===== config.mk =====
export PLATFORM = sky130hd
export DESIGN_NAME = fifo_flops_mc
export DESIGN_NICKNAME = d
export VERILOG_FILES = /design/src/rtl/fifo_flops_mc_pkg.sv /design/src/rtl/fifo_mc_chan.sv /design/src/rtl/fifo_flops_mc.sv
export SDC_FILE = /design/constraint.sdc
export NUM_CORES = 1
export LEC_CHECK = 0
export ABC_AREA = 1
export CAP_MARGIN = 25
export CORE_AREA = 2 2 244 246
export CTS_BUF_LIST = sky130_fd_sc_hd__clkbuf_8
export CTS_CLUSTER_DIAMETER = 60
export CTS_CLUSTER_SIZE = 30
export DETAILED_ROUTE_END_ITERATION = 16
export DIE_AREA = 0 0 246 248
export GPL_ROUTABILITY_DRIVEN = 0
export PLACE_DENSITY_LB_ADDON = 0.1
export SYNTH_ARGS = -nofsm -noshare
export SYNTH_HDL_FRONTEND = slang
export SYNTH_SLANG_ARGS = --single-unit

===== constraint.sdc =====
create_clock -name clk -period 6.3 [get_ports clk]
set_clock_uncertainty 0.2 [all_clocks]
set_input_delay 1.26 -clock clk [delete_from_list [all_inputs] [get_ports clk]]
set_output_delay 1.26 -clock clk [all_outputs]
set_load 0.005 [all_outputs]

===== src/rtl/fifo_flops_mc_pkg.sv =====
// -----------------------------------------------------------------------------
// fifo_flops_mc_pkg
// Shared helpers for the multi-channel flop FIFO:
//   ptr_w   - read/write pointer width for a queue of a given depth
//   cnt_w   - occupancy counter width (must also hold the value 'depth')
//   chan_w  - width of a channel index, used to build the channel-index type
//   rr_scan - round-robin arbiter scan: the first set bit of a non-empty mask,
//             searching rr, rr+1, ... modulo the channel count
// -----------------------------------------------------------------------------
package fifo_flops_mc_pkg;

  // Upper bound on the channel count the arbiter scan supports.
  localparam int MAX_CH = 32;

  function automatic int ptr_w(input int d);
    return (d > 1) ? $clog2(d) : 1;
  endfunction

  function automatic int cnt_w(input int d);
    return $clog2(d) + 1;
  endfunction

  function automatic int chan_w(input int n);
    return (n > 1) ? $clog2(n) : 1;
  endfunction

  // Returns the index of the first non-empty channel at or after rr (with
  // wrap-around). With an all-zero mask the result is rr itself; callers
  // qualify the result with the OR of the mask.
  function automatic int rr_scan(input int rr, input logic [MAX_CH-1:0] mask,
                                 input int n);
    int res;
    int s;
    res = rr;
    // Walk from the farthest candidate back to rr so the nearest hit wins.
    for (int k = MAX_CH - 1; k >= 0; k--) begin
      if (k < n) begin
        s = rr + k;
        if (s >= n) s = s - n;
        if (mask[s[4:0]]) res = s;
      end
    end
    return res;
  endfunction

endpackage


===== src/rtl/fifo_mc_chan.sv =====
// -----------------------------------------------------------------------------
// fifo_mc_chan
// One flop-based circular queue. The parent decides which writes and reads
// are accepted; this block simply performs them.
//
// Ports
//   clk    clock, rising edge
//   rst    synchronous reset, active low; clears pointers and count
//   wr_en  accepted write: store din at the write pointer
//   rd_en  accepted read: drop the head entry
//   din    write data
//   head   entry at the read pointer (first-word fall-through)
//   count  current occupancy, 0..depth
//   full   count == depth
//   empty  count == 0
// -----------------------------------------------------------------------------
module fifo_mc_chan
  import fifo_flops_mc_pkg::*;
#(
  parameter int bits  = 16,
  parameter int depth = 8
) (
  input  logic                    clk,
  input  logic                    rst,
  input  logic                    wr_en,
  input  logic                    rd_en,
  input  logic [bits-1:0]         din,
  output logic [bits-1:0]         head,
  output logic [cnt_w(depth)-1:0] count,
  output logic                    full,
  output logic                    empty
);

  localparam int PW   = ptr_w(depth);
  localparam int CNTW = cnt_w(depth);

  logic [bits-1:0] mem [depth];
  logic [PW-1:0]   wptr;
  logic [PW-1:0]   rptr;

  // NOTE: state registers use non-blocking (<=) so every flop samples the
  // pre-edge values; blocking here would create order-dependent races.
  always_ff @(posedge clk) begin
    if (!rst) begin
      wptr  <= '0;
      rptr  <= '0;
      count <= '0;
    end else begin
      // depth is a power of two, so the pointers wrap naturally.
      if (wr_en) wptr <= wptr + PW'(1);
      if (rd_en) rptr <= rptr + PW'(1);
      case ({wr_en, rd_en})
        2'b10:   count <= count + CNTW'(1);
        2'b01:   count <= count - CNTW'(1);
        default: count <= count;
      endcase
    end
  end

  // NOTE: the storage array has no reset; after reset the count is zero, so
  // stale words are never visible, and leaving it out keeps these plain flops.
  always_ff @(posedge clk) begin
    if (rst && wr_en) mem[wptr] <= din;
  end

  // On a full queue with a same-cycle read, wptr == rptr: the head is read
  // before the edge and the slot is overwritten at the edge, which is fine.
  assign head  = mem[rptr];
  assign full  = (count == CNTW'(depth));
  assign empty = (count == '0);

endmodule


===== src/rtl/fifo_flops_mc.sv =====
// -----------------------------------------------------------------------------
// fifo_flops_mc
// CHANNELS independent flop queues, one producer each, drained through a
// single output port by a round-robin arbiter. The output word carries its
// channel index. Sticky error flags report pushes into full queues and pops
// with nothing pending.
//
// Ports
//   clk        clock, rising edge
//   rst        synchronous reset, active low
//   push       per-channel write strobe            [CHANNELS]
//   Din        per-channel data, channel c at [c*bits +: bits]
//   full       per-channel queue full              [CHANNELS]
//   pop        consumer read strobe
//   Dout       head word of the granted channel (0 when nothing pending)
//   Dout_ch    channel index of Dout (0 when nothing pending)
//   pndng      at least one channel is non-empty
//   overflow   sticky, push seen on a full channel  [CHANNELS]
//   underflow  sticky, pop seen while pndng = 0
//   afull      per-channel count >= AFULL_TH (only with FIFO_FLOPS_MC_AFULL_EN)
//
// Build option: define FIFO_FLOPS_MC_AFULL_EN to add parameter AFULL_TH and
// the afull output.
// -----------------------------------------------------------------------------
module fifo_flops_mc
  import fifo_flops_mc_pkg::*;
#(
  parameter int bits     = 16,
  parameter int depth    = 8,
  parameter int CHANNELS = 4
`ifdef FIFO_FLOPS_MC_AFULL_EN
  ,
  parameter int AFULL_TH = depth - 2
`endif
) (
  input  logic                        clk,
  input  logic                        rst,
  input  logic [CHANNELS-1:0]         push,
  input  logic [CHANNELS*bits-1:0]    Din,
  output logic [CHANNELS-1:0]         full,
  input  logic                        pop,
  output logic [bits-1:0]             Dout,
  output logic [$clog2(CHANNELS)-1:0] Dout_ch,
  output logic                        pndng,
  output logic [CHANNELS-1:0]         overflow,
  output logic                        underflow
`ifdef FIFO_FLOPS_MC_AFULL_EN
  ,
  output logic [CHANNELS-1:0]         afull
`endif
);

  localparam int CW   = chan_w(CHANNELS);
  localparam int CNTW = cnt_w(depth);

  typedef logic [CW-1:0] chan_t;

  logic [bits-1:0]     head  [CHANNELS];
  logic [CNTW-1:0]     count [CHANNELS];
  logic [CHANNELS-1:0] empty;
  logic [CHANNELS-1:0] nonempty;
  logic [CHANNELS-1:0] wr_en;
  logic [CHANNELS-1:0] rd_en;
  logic [CHANNELS-1:0] ovf_set;
  chan_t               rr_ptr;
  chan_t               grant;
  logic                pop_ok;

  // ---------------------------------------------------------------------------
  // Per-channel queues
  // ---------------------------------------------------------------------------
  for (genvar c = 0; c < CHANNELS; c++) begin : g_chan
    fifo_mc_chan #(
      .bits  (bits),
      .depth (depth)
    ) u_chan (
      .clk   (clk),
      .rst   (rst),
      .wr_en (wr_en[c]),
      .rd_en (rd_en[c]),
      .din   (Din[c*bits +: bits]),
      .head  (head[c]),
      .count (count[c]),
      .full  (full[c]),
      .empty (empty[c])
    );

`ifdef FIFO_FLOPS_MC_AFULL_EN
    assign afull[c] = (count[c] >= CNTW'(AFULL_TH));
`else
    logic [CNTW-1:0] count_unused;
    assign count_unused = count[c];
`endif
  end

  // ---------------------------------------------------------------------------
  // Arbiter: purely a function of registered state
  // ---------------------------------------------------------------------------
  assign nonempty = ~empty;
  assign pndng    = |nonempty;
  assign grant    = chan_t'(rr_scan(int'(rr_ptr), MAX_CH'(nonempty), CHANNELS));
  assign pop_ok   = pop && pndng;
  assign Dout     = pndng ? head[grant] : '0;
  assign Dout_ch  = pndng ? grant : '0;

  // Accept/reject per channel. A push into a full queue is still accepted when
  // that same queue is being popped, since a slot frees up at the same edge.
  // NOTE: every always_comb output gets a default before any conditional
  // assignment, so no path leaves a value held and no latch is inferred.
  always_comb begin
    rd_en   = '0;
    wr_en   = '0;
    ovf_set = '0;
    for (int c = 0; c < CHANNELS; c++) begin
      rd_en[c]   = pop_ok && (grant == chan_t'(c));
      wr_en[c]   = push[c] && (!full[c] || rd_en[c]);
      ovf_set[c] = push[c] && full[c] && !rd_en[c];
    end
  end

  // ---------------------------------------------------------------------------
  // Round-robin pointer and sticky error flags
  // ---------------------------------------------------------------------------
  always_ff @(posedge clk) begin
    if (!rst) begin
      rr_ptr    <= '0;
      overflow  <= '0;
      underflow <= 1'b0;
    end else begin
      // The channel after the one just served gets first look next cycle.
      if (pop_ok) begin
        if (grant == chan_t'(CHANNELS - 1)) rr_ptr <= '0;
        else                                rr_ptr <= grant + chan_t'(1);
      end
      overflow <= overflow | ovf_set;
      if (pop && !pndng) underflow <= 1'b1;
    end
  end

endmodule


### After elaboration in Yosys (flattened, before gate mapping)

Memory sizes are Yosys's and may differ from the RTL's. A register that Yosys moved wholly into a read port is not among the register bits.
Index checks and enable logic that the tools add are counted.

* equality and inequality tests: 15
* bitwise operators: 3
* muxes and demuxes: 42
* $add $sub $neg: 24
* reduce and logical (&&, ||, !) cells: 45
* order comparisons: 9

Operators by type and width (number)
* $mux 16: 3
* $bmux 16 s2: 1
* $pmux 4 s2: 4
* $add 3x1->3 const B: 8
* $lt 5x6->1 const B: 4
* $mux 3: 8
* $logic_and 1x1->1: 22
* $bmux 1 s5: 4
* $mux 5: 4
* $add 4x1->4 const B: 4
* $eq 4x4->1 const B: 4
* $logic_not 4->1: 4
* $sub 4x1->4 const B: 4
* $eq 2x2->1 const B: 6
* $ge 3x3->1 const B: 4
* $mux 1: 12
* $mux 2: 6
* $sub 3x3->4 const B: 3
* $eq 2x1->1 const B: 5
* $logic_not 1->1: 9
* $reduce_bool 2->1: 4
* $add 2x2->3 const B: 2
* $logic_or 1x1->1: 4
* $not 4->4: 1
* 8 further kinds: 8

* memories: 4
* input port bits: 71
* register bits: 47
* memory bits (writable): 512

Memory list
* g_chan[0].u_chan.mem: depth 8, width 16, rd ports 1, clocked after memory_dff 1, write ports 1, line fifo_mc_chan.sv:37 `logic [bits-1:0] mem [depth];`
* g_chan[1].u_chan.mem: depth 8, width 16, rd ports 1, clocked after memory_dff 1, write ports 1, line fifo_mc_chan.sv:37
* g_chan[2].u_chan.mem: depth 8, width 16, rd ports 1, clocked after memory_dff 1, write ports 1, line fifo_mc_chan.sv:37
* g_chan[3].u_chan.mem: depth 8, width 16, rd ports 1, clocked after memory_dff 1, write ports 1, line fifo_mc_chan.sv:37

### Depth between registers and ports, before layout

* word-level depth: 16
* mapped depth: 25
* mapped depth without buffers: 25

### Cells and area by module

A second synthesis with hierarchy kept.

* cells, all modules: 2077
* area, all modules: 24116.9 um^2

Modules (own cells, without submodules)
* fifo_mc_chan (g_chan[0].u_chan ...): seq. area each 4103.9 um^2, cells an instance 451, area each 5659.2 um^2, times used 2
* fifo_mc_chan (g_chan[2].u_chan ...): seq. area each 4103.9 um^2, cells an instance 449, area each 5650.4 um^2, times used 2
* fifo_flops_mc: seq. area each 140.1 um^2, cells an instance 277, area each 1497.7 um^2, times used 1

### Worst setup path after synthesis

No wires, ideal clock.

* path kind: flip-flop to flip-flop
* start: reg rr_ptr[0]
* end: mem g_chan[3].u_chan.mem[1][0], enable pin
* setup time: 388 ps
* buffers on the path: 1
* period minus slack after synthesis: 3928 ps
* setup slack: 2372 ps
* cell stages (with the launch flop): 19
* data required time: 5712 ps
* arrival time: 3339 ps
* cells stage by stage: dfxtp_1 -> inv_2 -> ha_1 -> inv_1 -> nand2_2 -> nand3_1 -> nand2_1 -> nand3_1 -> nand2_1 -> nand2_1 -> nand2_4 -> buf_1 -> ha_1 -> nand2_1 -> nand2_1 -> inv_1 -> nor2_2 -> nand3_1 -> nor2_1

* word-level cells in the longest chain between the ends: 16
* elaborated cells on any way between the ends: 34

RTL lines
* from (decl): line fifo_flops_mc.sv:65 `chan_t rr_ptr;`
* from (signal assigned): line fifo_flops_mc.sv:133 `else rr_ptr <= grant + chan_t'(1);`
* $add 2x2->3: line fifo_flops_mc_pkg.sv:38 `s = rr + k;`
* $sub 3x3->4 or $ge 3x3->1 (tied branches): line fifo_flops_mc_pkg.sv:39 `if (s >= n) s = s - n;`
* $mux 5: line fifo_flops_mc_pkg.sv:39
* $bmux 1 s5: line fifo_flops_mc_pkg.sv:40 `if (mask[s[4:0]]) res = s;`
* $mux 1 (not written as such): line fifo_flops_mc_pkg.sv:40
* $mux 2 (3 in series): line fifo_flops_mc_pkg.sv:40
* $mux 2 (*): line fifo_flops_mc_pkg.sv:40
* $eq 2x2->1 (*): line fifo_flops_mc.sv:115 `rd_en[c] = pop_ok && (grant == chan_t'(c));`
* $logic_and 1x1->1 (*): line fifo_flops_mc.sv:115
* $logic_or 1x1->1 (*): line fifo_flops_mc.sv:116 `wr_en[c] = push[c] && (!full[c] || rd_en[c]);`
* $logic_and 1x1->1 (*): line fifo_flops_mc.sv:116
* $logic_and 1x1->1 (*): line fifo_mc_chan.sv:63 `if (rst && wr_en) mem[wptr] <= din;`
* $mux 1 (*): line fifo_mc_chan.sv:63
* $mux 1 (not written as such) (*): line fifo_mc_chan.sv:63
* to (decl): line fifo_mc_chan.sv:37

Every way passes the cells marked *; elsewhere a longest branch is shown, timed or not. The select of a mux whose other input is x is not followed.

### Final worst setup path

* start: reg rr_ptr[0]
* end: out Dout[0]

* word-level cells in the longest chain between the ends: 14
* elaborated cells on any way between the ends: 32

RTL lines
* $add 2x2->3: line fifo_flops_mc_pkg.sv:38
* $sub 3x3->4 or $ge 3x3->1 (tied branches): line fifo_flops_mc_pkg.sv:39
* $mux 5: line fifo_flops_mc_pkg.sv:39
* $bmux 1 s5: line fifo_flops_mc_pkg.sv:40
* $mux 1 (not written as such): line fifo_flops_mc_pkg.sv:40
* $mux 2 (3 in series): line fifo_flops_mc_pkg.sv:40
* $mux 2 (*): line fifo_flops_mc_pkg.sv:40
* $not 2->3 (not written as such) (*): line fifo_flops_mc.sv:103 `assign Dout = pndng ? head[grant] : '0;`
* $bmux 16 s2 (*): line fifo_flops_mc.sv:103
* $mux 16 (not written as such) (*) (2 in series): line fifo_flops_mc.sv:103
* $mux 16 (*): line fifo_flops_mc.sv:103
* to (decl): line fifo_flops_mc.sv:42 `output logic [bits-1:0] Dout,`

Marked as above.

==> reports/qor.csv <==
metric;value;unit
status;finished clean;
slowest_delay;0.56;ns
start_kind;register;
grt_pass1_wl;93500;µm
synth_edf_count;512;
min-delay-start;g_chan[2].u_chan.rptr[2];
grt_max_degree;65;
max_freq;184;MHz
max_cap_viol_count;0;
grt_pass1_vias;14600;
timing.rr.start;rr_ptr[0];
overflow;0;
crit_chain;inv_2 -> ha_1 -> inv_1 -> nand2_2 -> nand2_1 -> nor2_1 -> nand2_1 -> nand2_1 -> nand3_1 -> nand2_4 -> inv_1 -> buf_16 -> o211ai_1 -> nand3_1 -> a21oi_1 -> clkdlybuf4s50_1;
wl_per_cell;22.3;µm
io_pins;99;
clock_sinks;571;
first_iter_violations;1197;
crit_fanout;21;
final_max_slew_viol_count;0;
endpoint;Dout[0];
layout_commonest_cell;edfxtp_1;
firstDrtPassIters;7;
die_x;246;µm
p_per_area;411;mW/mm²
start_util;0.396;
setup_tns;0;ns
place_ws;1.39;ns
synth_seq_area_share;0.716;
via_per_inst;5.38;
holdWs;0.261;ns
critPathRequiredTime;4.84;ns
ys_ff_latch;571;
p_leak;0.00883;µW
path_common_cell;nand2_1;
clkLatencyLatePin;0.67;ns
synth-main-ff-cell;edfxtp_1;
synth_area_per_cell;12.3;µm²
rsz0062_at_grt;no;
hold_path.class;reg -> reg;
row_count;89;
antenna_found_initial;1;
place_hpwl;40600;µm
cp_slowest_cell;clkdlybuf4s50_1;
vdd_drop_max;0.000308;V
cts_resized;0;
io_buffer_count;98;
fin_area;0.0263;mm²
fp.coreArea;0.0585;mm²
timing.final.ws_setup;0.857;ns
syn2layout_area_growth;13.6;%
num_vias;15000;
relSlewSlack;0.337;
postRouteAntennaNets;0;
synth_cell_type_count;42;
worstSetupEndpointType;output pin;
synthesis.area;0.0231;mm²
drc;0;
rr_endpoint;g_chan[3].u_chan.mem[3][11];
syn-num-nets;1977;
rrSetupSlack;1.62;ns
layout_common_cells;edfxtp_1, nor2_1, nand2_1;
cts_tree;done;
ctsLongestPathBuffers;3;
final_nets;2082;
period_minus_slack;5.44;ns
clockRootBuffer;clkbuf_8;
fin_crit_sh;0.864;
cts_setup_buffers;0;
totalWireLength;62400;µm
crit_arrival;3.98;ns
path_class;reg -> out;
cts_buffers;43;
syn_inst;1882;
reg2reg_depth;19;
setup_viol;0;
hold_viol_final;0;
grt_usage;0.206;
async_flop_share;0;
clk_pin_slew_worst_paths;0.12;ns
cp_num_buf_inv;5;
cp_top_family;buffers and inverters;
dpl_cell_area;0.0252;mm²
yosys_warnings;0;
htree_num_levels;2;
crit_cells;16;
drive_above_1_share;0.0896;
cts_hold_buf;0;
fp.dieArea;0.0610;mm²
crit_start;rr_ptr[0];
tightest_slew;0.993;ns
die_y;248;µm
[Yosys cell counts (22+ instances only)]
| master | count | area share |
|---|---|---|
| o211ai_1 | 40 | 0.013 |
| nand2_1 | 251 | 0.041 |
| dfxtp_1 | 59 | 0.051 |
| nor2_1 | 256 | 0.042 |
| o21ai_0 | 228 | 0.049 |
| o22ai_1 | 64 | 0.017 |
| nand3_1 | 53 | 0.011 |
| clkbuf_1 | 93 | 0.015 |
| ha_1 | 22 | 0.012 |
| inv_1 | 54 | 0.0088 |
| edfxtp_1 | 512 | 0.66 |
| a32o_1 | 40 | 0.017 |
| o221ai_1 | 24 | 0.0091 |
| a21oi_1 | 99 | 0.021 |
[tightest hold or removal path: stages (launching register included)]
cell,delay (ns)
dfxtp_1,0.33
inv_1,0.05
a21oi_1,0.06
[stage by stage]
| stage | total power, µW | utilization | std cells |
|---|---|---|---|
| 5_1_grt | 11400 | 0.449 | 2795 |
| 4_1_cts | 10900 | 0.449 | 2793 |
| 3_5_place_dp | 8620 | 0.431 | 2714 |
| 6_report | 10800 | 0.449 | 2796 |
| 3_3_place_gp | 8550 | 0.430 | 2710 |
| 2_1_floorplan | 6790 | - | 1882 |
[logic make-up (layout without fill, tap and decap cells)]
group | Yosys count | in the layout | share of synthesized area
AND/OR/NAND/NOR | 597 | 597 | 0.105
adder cells (fa/ha/maj) | 24 | 24 | 0.0136
XOR/XNOR | 13 | 13 | 0.00492
buffers and inverters | 171 | 310 | 0.0286
AO/OA/AOI/OAI | 506 | 506 | 0.132
other | 0 | 2 | 0
flip-flops | 571 | 571 | 0.716
[flip-flops by register name, indices dropped and copies added, names as in the netlist, named ones only]
name / flops
g_chan.u_chan.mem: 512
g_chan.u_chan.count: 16
g_chan.u_chan.rptr: 12
g_chan.u_chan.wptr: 12
overflow: 4
rr_ptr: 2
underflow: 1
[worst min-delay path by stage]
stage / to / depth (start not counted)
after floorplan: register / 2
after global placement: underflow / 1
after detailed placement: register / 2
after CTS: register / 2
after global routing: register / 2
final: register / 2
[where the power goes]
part | switching [µW] | internal, µW
clock network | 1420 | 832
registers | 112 | 4290
logic | 2600 | 1550
total | 4130 | 6680
[metal layers]
metal	up-vias	track usage	wire length, µm
met1	7540	0.286	28500
li1	7098	-	-
met4	0	0.0610	1520
met2	330	0.338	29900
met3	77	0.0263	2530
met5	-	0	0
[layout make-up]
cell class	count	area, µm²
antenna	2	5.00
clock buffer	46	633
sequential	571	16600
tap	773	967
clock inverter	33	394
timing repair buffer	168	1550
inverter	63	236
multi-input combinational	1140	5920
fill	5350	32200
No activity file was read; power rests on OpenSTA's default activity.
